$ cat src/rtl/rx78_pkg.sv
// Shared types and constants for the RX-78 save-RAM upload path.
package rx78_pkg;

    typedef enum logic [1:0] {
        UPL_IDLE,
        UPL_FETCH,
        UPL_DONE
    } upl_state_t;

    localparam logic [7:0] UPL_SAVE_INDEX = 8'd2;
    localparam logic [7:0] UPL_FILL       = 8'hFF;

endpackage

$ cat src/rtl/rx78_edge_det.sv
// Edge detector: registers the previous level and flags rising/falling
// transitions of a single-bit level in the cycle they are first seen.
module rx78_edge_det (
    input  logic clk_sys,
    input  logic reset,
    input  logic sig,
    output logic level,
    output logic rise,
    output logic fall
);

    logic sig_reg;

    always_ff @(posedge clk_sys) begin
        if (reset) begin
            sig_reg <= 1'b0;
        end else begin
            sig_reg <= sig;
        end
    end

    assign level = sig_reg;
    assign rise  = sig & ~sig_reg;
    assign fall  = ~sig & sig_reg;

endmodule

$ cat src/rtl/rx78_ram_uploader.sv
// Serves HPS ioctl upload reads from the RX-78 extended RAM through an
// arbitrated request/acknowledge port, stalling the HPS until data is ready.
module rx78_ram_uploader
    import rx78_pkg::*;
#(
    parameter int         ADDR_W = 15,
    parameter int         SIZE   = 32768,
    parameter logic [7:0] FILL   = UPL_FILL,
    parameter logic [7:0] INDEX  = UPL_SAVE_INDEX
) (
    input  logic              clk_sys,
    input  logic              reset,
    input  logic              ioctl_upload,
    input  logic [7:0]        ioctl_index,
    input  logic              ioctl_rd,
    input  logic [24:0]       ioctl_addr,
    output logic [7:0]        ioctl_din,
    output logic              ioctl_wait,
    output logic              mem_req,
    output logic [ADDR_W-1:0] mem_addr,
    input  logic              mem_ack,
    input  logic [7:0]        mem_dout,
    output logic              busy,
    output logic              done,
    output logic [ADDR_W:0]   rd_count,
    output logic              overrun
);

    // One extra bit so a SIZE of 2**25 still compares correctly.
    localparam logic [25:0]     SIZE_EXT = 26'(SIZE);
    localparam logic [ADDR_W:0] CNT_ONE  = {{ADDR_W{1'b0}}, 1'b1};

    upl_state_t        state_reg;
    logic [ADDR_W-1:0] addr_reg;
    logic              req_reg;
    logic              wait_reg;
    logic [7:0]        din_reg;
    logic              done_reg;
    logic [ADDR_W:0]   count_reg;
    logic              overrun_reg;
    logic              end_pending_reg;

    logic              sel;
    logic              sel_rise;
    logic              sel_fall;
    logic              rd_sel;
    logic              in_range;
    logic [ADDR_W:0]   count_inc;
    logic [ADDR_W:0]   count_served;

    assign sel      = ioctl_upload && (ioctl_index == INDEX);
    assign rd_sel   = ioctl_rd && sel;
    assign in_range = ({1'b0, ioctl_addr} < SIZE_EXT);

    assign count_inc    = (count_reg == '1) ? count_reg : count_reg + CNT_ONE;
    // A read served in the same cycle a session opens is its first read.
    assign count_served = sel_rise ? CNT_ONE : count_inc;

    rx78_edge_det u_sel_edge (
        .clk_sys (clk_sys),
        .reset   (reset),
        .sig     (sel),
        .level   (busy),
        .rise    (sel_rise),
        .fall    (sel_fall)
    );

    always_ff @(posedge clk_sys) begin
        if (reset) begin
            state_reg       <= UPL_IDLE;
            addr_reg        <= '0;
            req_reg         <= 1'b0;
            wait_reg        <= 1'b0;
            din_reg         <= FILL;
            done_reg        <= 1'b0;
            count_reg       <= '0;
            overrun_reg     <= 1'b0;
            end_pending_reg <= 1'b0;
        end else begin
            done_reg <= 1'b0;

            if (sel_rise) begin
                count_reg   <= '0;
                overrun_reg <= 1'b0;
            end

            case (state_reg)
                UPL_IDLE: begin
                    if (sel_fall) begin
                        done_reg <= 1'b1;
                    end
                    if (rd_sel) begin
                        if (in_range) begin
                            addr_reg  <= ioctl_addr[ADDR_W-1:0];
                            req_reg   <= 1'b1;
                            wait_reg  <= 1'b1;
                            state_reg <= UPL_FETCH;
                        end else begin
                            din_reg   <= FILL;
                            count_reg <= count_served;
                        end
                    end
                end

                UPL_FETCH: begin
                    if (rd_sel) begin
                        overrun_reg <= 1'b1;
                    end
                    // The request is never withdrawn; a session end is
                    // remembered and reported once the arbiter answers.
                    if (sel_fall) begin
                        end_pending_reg <= 1'b1;
                    end
                    if (mem_ack) begin
                        din_reg         <= mem_dout;
                        req_reg         <= 1'b0;
                        wait_reg        <= 1'b0;
                        count_reg       <= count_served;
                        end_pending_reg <= 1'b0;
                        state_reg       <= (end_pending_reg || sel_fall) ? UPL_DONE : UPL_IDLE;
                    end
                end

                UPL_DONE: begin
                    done_reg  <= 1'b1;
                    state_reg <= UPL_IDLE;
                    if (rd_sel) begin
                        overrun_reg <= 1'b1;
                    end
                end

                default: begin
                    state_reg <= UPL_IDLE;
                end
            endcase
        end
    end

    assign ioctl_din  = din_reg;
    assign ioctl_wait = wait_reg;
    assign mem_req    = req_reg;
    assign mem_addr   = addr_reg;
    assign done       = done_reg;
    assign rd_count   = count_reg;
    assign overrun    = overrun_reg;

endmodule
$ cat config.mk
export PLATFORM = sky130hd
export DESIGN_NAME = rx78_ram_uploader
export DESIGN_NICKNAME = d
export VERILOG_FILES = /design/src/rtl/rx78_pkg.sv /design/src/rtl/rx78_edge_det.sv /design/src/rtl/rx78_ram_uploader.sv
export SDC_FILE = /design/constraint.sdc
export NUM_CORES = 1
export LEC_CHECK = 0
export ABC_AREA = 0
export CORE_MARGIN = 2
export CORE_UTILIZATION = 40
export CTS_CLUSTER_SIZE = 10
export DETAILED_ROUTE_END_ITERATION = 7
export PLACE_DENSITY = 0.82
export SLEW_MARGIN = 20
export SYNTH_ARGS = -nofsm -noshare
export SYNTH_HDL_FRONTEND = slang
export SYNTH_SLANG_ARGS = --single-unit
$ cat constraint.sdc
create_clock -name clk_sys -period 5.2 [get_ports clk_sys]
set_clock_uncertainty 0.1 [all_clocks]
set_input_delay 1.3 -clock clk_sys [delete_from_list [all_inputs] [get_ports clk_sys]]
set_output_delay 1.3 -clock clk_sys [all_outputs]
set_load 0.1 [all_outputs]
=== Word-level counts from Yosys, hierarchy flattened ===
Cells that the tools add are included.

* Word-level logic and storage cells: 62
* Register bits: 46

* $add $sub $neg: 1
* Eq/ne operators: 8
* Reductions and logical operators: 12
* Muxes and demuxes: 27
* $lt $le $gt $ge: 1
* Bitwise operators: 4

{| class="wikitable"
|+ Operators with widths
! kind !! number
|-
| $mux W16 || 6
|-
| $pmux W16 S2 || 1
|-
| $lt A25 B16 Y1 const B || 1
|-
| $mux W8 || 3
|-
| $add A16 B1 Y16 const B || 1
|-
| $eq A16 B16 Y1 const B || 1
|-
| $pmux W8 S2 || 1
|-
| $mux W1 || 9
|-
| $eq A8 B2 Y1 const B || 1
|-
| $mux W2 || 4
|-
| $ne A2 B2 Y1 const B || 4
|-
| $reduce_and A4 Y1 || 2
|-
| $reduce_and A3 Y1 || 2
|-
| $pmux W1 S2 || 2
|-
| $pmux W2 S2 || 1
|-
| $reduce_bool A2 Y1 || 2
|-
| $and A1 B1 Y1 || 2
|-
| $eq A2 B1 Y1 const B || 1
|-
| $eq A2 B2 Y1 const B || 1
|-
| $logic_and A1 B1 Y1 || 2
|-
| $logic_not A2 Y1 || 1
|-
| $not A1 Y1 || 2
|-
| $reduce_and A2 Y1 || 1
|-
| $reduce_or A2 Y1 || 1
|-
| $logic_or A1 B1 Y1 || 1
|}

=== Logic depth before layout (Yosys ltp) ===
Gate-level depths: netlist of the first run.

* Word-level depth: 8
* Mapped depth: 9
* Mapped depth without buffers: 7

=== Cells and area by module ===
From an unflattened synthesis of the first run, not the netlist that was laid out.

* Cell total of the unflattened synthesis: 262
* Area total of the unflattened synthesis: 2157.1 um^2

{| class="wikitable"
|+ By module, submodules not included
! module !! times used !! cells an instance !! seq. area each (um^2) !! area each (um^2)
|-
| rx78_ram_uploader || 1 || 258 || 900.9 || 2118.3
|-
| rx78_edge_det || 1 || 4 || 20.0 || 38.8
|}

=== Worst setup path after synthesis of the first run ===
Ideal clock, no wire load.

* Kind: input port to flip-flop
* Start point: input ioctl_index[0]
* End point: register count_reg[11], in the netlist rd_count[11]
* Data required time: 5011 ps
* Cell stages on the path: 7
* Buffers on the path: 2
* Setup slack: 1806 ps
* Data arrival time: 3205 ps
* Setup time: 89 ps
* Cells stage by stage: or4b_4 -> or3_1 -> buf_2 -> o41ai_4 -> buf_6 -> a41oi_1 -> a211oi_1

* Cells in the longest elaborated chain, start to end: 7
* Elaborated cells between the ends (all ways): 10
* Classes of those cells: eq/ne (1); mux (6); bitwise (1); reduce/logical (2)

{| class="wikitable"
|+ Ends and longest elaborated chain
! element !! RTL line !! text
|-
| start: declaration || rx78_ram_uploader.sv:14 || <nowiki>input logic [7:0] ioctl_index,</nowiki>
|-
| $eq A8 B2 Y1 (*) || rx78_ram_uploader.sv:51 || <nowiki>assign sel = ioctl_upload && (ioctl_index == INDEX);</nowiki>
|-
| $logic_and A1 B1 Y1 (*) || rx78_ram_uploader.sv:51 ||
|-
| $and A1 B1 Y1 || rx78_edge_det.sv:23 || <nowiki>assign rise = sig & ~sig_reg;</nowiki>
|-
| $mux W16, on equally long branches || rx78_ram_uploader.sv:57, rx78_ram_uploader.sv:82 ||
|-
| $mux W16 || rx78_ram_uploader.sv:93 || <nowiki>if (in_range) begin</nowiki>
|-
| $mux W16 || rx78_ram_uploader.sv:92 || <nowiki>if (rd_sel) begin</nowiki>
|-
| $pmux W16 S2 (*) || rx78_ram_uploader.sv:87 || <nowiki>case (state_reg)</nowiki>
|-
| end signal: assignment || rx78_ram_uploader.sv:100 || <nowiki>count_reg <= count_served;</nowiki>
|-
| end signal: assignment || rx78_ram_uploader.sv:118 || <nowiki>count_reg <= count_served;</nowiki>
|-
| end: declaration || rx78_ram_uploader.sv:39 || <nowiki>logic [ADDR_W:0] count_reg;</nowiki>
|}

Every way passes the cells marked *; elsewhere a longest branch is shown, timed or not.
A chain may end at the register's enable or synchronous reset.

=== Worst setup path in the final report of the first run ===
* Start point: input ioctl_index[0]
* End point: register count_reg[3], in the netlist rd_count[3]

Same word-level chain as after synthesis.

==> results of run 1 <==
-- layout make-up --
class,count,area [µm²],area share (%)
multi-input combinational,203,1180,36.5
clock buffer,5,68.8,2.12
inverter,7,26.3,0.809
timing repair buffer,92,913,28.1
tap,72,90.1,2.77
sequential,46,921,28.3
clock inverter,3,45.0,1.39
-- per-layer routing --
| layer | track usage (%) | wire [µm] |
|---|---|---|
| met3 | 5.98 | 404 |
| met1 | 24.0 | 2720 |
| met5 | 0 | 0 |
| met4 | 6.14 | 66 |
| met2 | 34.1 | 2920 |
-- per-stage QoR --
| stage | power (W) | util [%] | instance area, µm² | cells | setup slack, ns |
|---|---|---|---|---|---|
| after global placement | 0.000407 | 58.0 | 3140 | 420 | 1.34 |
| after detailed placement | 0.000407 | 58.0 | 3140 | 420 | 1.27 |
| after floorplan | 0.000369 | - | 2200 | 271 | 1.81 |
| final | 0.000670 | 60.1 | 3250 | 428 | 1.56 |
| after global routing | 0.000696 | 60.1 | 3250 | 428 | 1.39 |
| after CTS | 0.000679 | 60.1 | 3250 | 428 | 1.58 |
-- kinds of logic after synthesis --
group	Yosys count	share of synthesized area, %
buffers and inverters	22	4.38
flip-flops	46	41.8
adder cells (fa/ha/maj)	4	2.27
multiplexers	1	0.455
AND/OR/NAND/NOR	115	26.6
AO/OA/AOI/OAI	83	24.5
-- report_power, final --
group | total, W | switching (W) | internal (W)
registers | 0.000352 | 0.0000000434 | 0.000352
clock network | 0.000271 | 0.000128 | 0.000143
logic | 0.0000472 | 0.0000150 | 0.0000322
total | 0.000670 | 0.000143 | 0.000527
-- final timing paths --
check | end | cells past startpoint | startpoint | slack, ns
worst max-delay path | rd_count[3] | 7 | ioctl_index[0] | 1.56
worst min-delay path | mem_addr[8] | 2 | mem_addr[8] | 0.36
worst max register to register | rd_count[2] | 7 | state_reg[1] | 2.80
worst min register to register | mem_addr[8] | 2 | mem_addr[8] | 0.36
-- layout by cell type, fill, tap and decap left out, types with 4 or more instances in the layout --
| master | n |
|---|---|
| clkdlybuf4s50_1 | 89 |
| dfxtp_1 | 46 |
| nand2_1 | 42 |
| a21oi_1 | 31 |
| nor2_1 | 22 |
| o21ai_0 | 12 |
| nor3b_1 | 9 |
| nand4_1 | 8 |
| inv_1 | 7 |
| nand3_1 | 7 |
| nor4_1 | 6 |
| a211oi_1 | 6 |
| a31oi_1 | 5 |
| clkbuf_8 | 5 |
| and4_1 | 4 |
| a41oi_1 | 4 |
| o211ai_1 | 4 |
| o31ai_1 | 4 |
| ha_1 | 4 |
-- worst max-delay path: cells and delay by family --
kind	cells	cell delay, ns
buffers and inverters	2	0.71
AOI/OAI and AO/OA	3	0.69
and+or+nand+nor	2	1.03
==> qor.yml, run 1 <==
status: "complete, no violations"
route.antenna.remaining_nets: 0
synth_flop_cell: "dfxtp_1"
arrival_ns: 3.75
drt_pass1_iterations: 4
cts-resized-gates: 0
cts_tree: "built"
fp-row-count: 27
min_period_ns: 3.64
start_util_pct: 40.7
p_leak_nw: 1.05
yosysWarnings: 0
rsz0062_at_grt: "no"
critPathLaunchType: "primary input"
holdBufCountCts: 0
cts.clk_slew.worst_paths_ns: 0.09
postSynthAreaPerCell_um2: 8.13
die_width_um: 78.2
area_growth_pct: 47.6
gp_congestion: 0.819
n_antenna_cell: 0
gr-total-overflow: 0
synth_commonest_cells: "dfxtp_1 (46), nand2_1 (42), a21oi_1 (31)"
crit_slowest_cell: "or4b_4"
cp_max_fo: 24
worst_slew_pin_slew_ns: 0.975
portBuffers: 89
routed_wl_mm: 6.11
clock_latency_ns: 0.31
fp.dieH_um: 78.2
end_kind: "flop"
setup_viol: 0
power.density_mw_per_mm2: 206
antenna_found_initial: 0
ys_seq_area_share_pct: 41.8
fmaxAchievable_ghz: 0.275
grt_max_degree: 25
via_per_inst: 5.55
postCtsSetupBuffers: 0
largest_reg_flops: 16
core-area_mm2: 0.00541
synth.distinct_cells: 44
crit_type: "primary input to flop"
ys_async_sr_fraction_pct: 0
drive_gt1_share_pct: 4.49
drtIter0Drc: 144
wire_per_inst_um: 14.3
drcViolationCount: 0
synth_cells: 271
grt_first_pass_wirelength_mm: 9.93
syn_area_mm2: 0.00220
root_buffer: "clkbuf_8"
boundaryPins: 90
syn_nets: 321
setup_tns_ns: 0
synth-edff-count: 0
grtUsageTotal_pct: 19.9
cpPeakStageDelay_ns: 0.56
ys_ff_latch: 46
final_nets: 405
vdd_drop_max_uv: 102
yosysTopAreaCell: "dfxtp_1"
clk_path_buf_depth: 2
drv_cap: 0
fillers: 504
cts_made_buffers: 5
crit_required_ns: 5.31
finalCritPeriodShare_pct: 70.0
clock_sinks: 46
ys_top_cells_by_area: "dfxtp_1 (42%), nand2_1 (7.2%), a21oi_1 (7.0%)"
num_vias: 2377
slew_viol_final: 0
yosysTopAreaCellShare_pct: 41.8
min_path_type: "flop to flop"
dieArea_mm2: 0.00611
synthMostInstantiatedCell: "dfxtp_1"
hold_viol_final: 0
htree_levels: 2
relSlewSlack_pct: 34.8
cp_cell_sequence: "clkdlybuf4s50_1, or4b_4, or3_1, o41ai_4, buf_4, o21ai_1, a311oi_1"
hpwl_mm: 4.28
whs_ns: 0.356
grt_pass1_vias: 2199
(Power assumes the default switching activity.)
==> inputs of run 2 (changes only) <==
CORE_UTILIZATION = 39   (was 40)
PLACE_DENSITY = 0.84   (was 0.82)
clock period = 3.2 ns   (was 5.2 ns; I/O delays follow)
==> run 2 against run 1 <==
Net effect:
- sequential power increased by 63%
- total power grew 74%
- largest cell class unchanged
- highest routed layer unchanged
- first-iteration DRC count fell by 10%
- setup slack got worse by 1.3 ns
- die area is 2.4% higher
- critical path type unchanged
- global-route usage increased by 0.20 points
- non-clock buffer count rose by 13
- critical path depth unchanged
- routed wire length grew 5.6%
==> qor.yml, run 2 (synthesized netlist as in run 1, its figures left out) <==
boundaryPins: 90  # unchanged
min_path_type: "flop to flop"  # unchanged
gr-total-overflow: 0  # unchanged
grt_first_pass_wirelength_mm: 10.1  # was 9.93 mm
worst_slew_pin_slew_ns: 0.683  # was 0.975 ns
path_depth: 7  # unchanged
rsz0062_at_grt: "no"  # unchanged
antenna_found_initial: 0  # unchanged
routed_wl_mm: 6.45  # was 6.11 mm
holdPathEnd: "mem_addr[0]"  # was mem_addr[8]
critPathLaunchType: "primary input"  # unchanged
slew_viol_final: 0  # unchanged
cp_max_fo: 24  # unchanged
setup_ws_ns: 0.238  # was 1.56 ns
hpwl_mm: 4.90  # was 4.28 mm
fp-row-count: 27  # unchanged
via_per_inst: 5.54  # was 5.55
final_cell_mix: "buf_4 (58), dfxtp_1 (46), clkdlybuf4s50_1 (45), nand2_1 (42), a21oi_1 (31)"  # was clkdlybuf4s50_1 (89), dfxtp_1 (46), nand2_1 (42), a21oi_1 (31), nor2_1 (22)
wl_met2_mm: 3.16  # was 2.92 mm
relSlewSlack_pct: 54.4  # was 34.8%
die_width_um: 79.1  # was 78.2 µm
fmaxAchievable_ghz: 0.338
cp-startpoint: "ioctl_index[0]"  # unchanged
path_buf_inv: 2  # unchanged
finalCritPeriodShare_pct: 92.6
dieArea_mm2: 0.00626  # was 0.00611 mm²
num_vias: 2443  # was 2377
crit_slowest_cell: "or4b_4"  # unchanged
clock_latency_ns: 0.30  # was 0.31 ns
clk_path_buf_depth: 2  # unchanged
setup_tns_ns: 0  # unchanged
start_util_pct: 40.2  # was 40.7%
fillers: 508  # was 504
r2r_slack_ns: 0.75  # was 2.80 ns
hold_viol_final: 0  # unchanged
r2r_cells: 9  # was 7
area_growth_pct: 49.2  # was 47.6%
wl_met1_mm: 2.69  # was 2.72 mm
largest_reg_flops: 16  # unchanged
final_nets: 418  # was 405
holdBufCountCts: 0  # unchanged
postCtsSetupBuffers: 0  # unchanged
wire_per_inst_um: 14.6  # was 14.3 µm
rr_startpoint: "state_reg[1]"  # unchanged
holdCritStartpoint: "mem_addr[0]"  # was mem_addr[8]
core-area_mm2: 0.00547  # was 0.00541 mm²
drive_gt1_share_pct: 19.8  # was 4.49%
grtUsageTotal_pct: 20.1  # was 19.9%
cpPeakStageDelay_ns: 0.53  # was 0.56 ns
final_common_cell: "buf_4"  # was clkdlybuf4s50_1
reg2reg_to: "rd_count[12]"  # was rd_count[2]
gp_congestion: 0.873  # was 0.819
routed.top_layer: "met4"  # unchanged
status: "complete, no violations"  # unchanged
cts_tree: "built"  # unchanged
drcViolationCount: 0  # unchanged
fin_area_mm2: 0.00329  # was 0.00325 mm²
vdd_drop_max_uv: 165  # was 102 µV
min_period_ns: 2.96
htree_levels: 2  # unchanged
clock_sinks: 46  # unchanged
holdPathStages: 2  # unchanged
n_antenna_cell: 0  # unchanged
setup_viol: 0  # unchanged
finalPower_w: 0.00117  # was 0.000670 W
drtIter0Drc: 129  # was 144
drv_cap: 0  # unchanged
dr_wl_met3_um: 499  # was 404 µm
end_kind: "flop"  # unchanged
arrival_ns: 3.07  # was 3.75 ns
cts.clk_slew.worst_paths_ns: 0.09  # about the same
critical-path-top-delay-family: "simple AND/OR/NAND/NOR gates"  # unchanged
cts-resized-gates: 0  # unchanged
utilization_pct: 60.0  # was 60.1%
cts_made_buffers: 5  # unchanged
crit_required_ns: 3.30  # was 5.31 ns
cp_cell_sequence: "clkdlybuf4s50_1, or4b_4, or3_1, o41ai_4, buf_12, nand2_1, o32ai_1"  # was clkdlybuf4s50_1, or4b_4, or3_1, o41ai_4, buf_4, o21ai_1, a311oi_1
grt_pass1_vias: 2214  # was 2199
power.density_mw_per_mm2: 356  # was 206 mW/mm²
crit_type: "primary input to flop"  # unchanged
fp.dieH_um: 79.1  # was 78.2 µm
placed_area_mm2: 0.00315  # was 0.00314 mm²
grt_max_degree: 25  # unchanged
preCtsSetupSlack_ns: -0.0800  # was 1.27 ns
portBuffers: 89  # unchanged
p_leak_nw: 1.21  # was 1.05 nW
root_buffer: "clkbuf_8"  # unchanged
route.antenna.remaining_nets: 0  # unchanged
drt_pass1_iterations: 4  # unchanged
-- run 2: layer usage --
metal | up-vias | global-route usage [%]
met5 | - | 0
met4 | 0 | 6.38
met3 | 11 | 5.11
met2 | 107 | 34.8
met1 | 1135 | 24.3
li1 | 1190 | -
-- run 2: how the worst max path moves through the flow --
stage	to	slack (ns)
global route	ioctl_din[1]	0.04
CTS	rd_count[9]	0.23
global placement	rd_count[9]	-0.004
finish	rd_count[9]	0.24
detailed placement	rd_count[3]	-0.08
floorplan	rd_count[11]	0.31
-- run 2: through the flow --
step	hold slack, ns	instances
floorplan	0.366	271
global placement	0.339	433
detailed placement	0.349	433
CTS	0.362	441
global route	0.383	441
finish	0.356	441
-- run 2: where the power goes --
part           leakage, nW  internal [W]   total, W  switching (W)
Combinational        0.770     0.0000551  0.0000813      0.0000262
Sequential           0.371      0.000572   0.000572   0.0000000662
Clock               0.0683      0.000313   0.000516       0.000203
Total                 1.21      0.000940    0.00117       0.000229
-- run 2: tightest hold or removal path, stage by stage (launching register included) --
cell and delay, ns:
dfxtp_1 0.32, nand2_1 0.05, a21oi_1 0.05
-- run 2: area by class of cell --
cell class	instances	area [µm²]	area share (%)
Multi-Input combinational cell	203	1180	36.1
Timing Repair Buffer	105	926	28.2
Sequential cell	46	921	28.0
Tap cell	72	90.1	2.74
Clock buffer	5	68.8	2.09
Clock inverter	3	68.8	2.09
Inverter	7	26.3	0.800
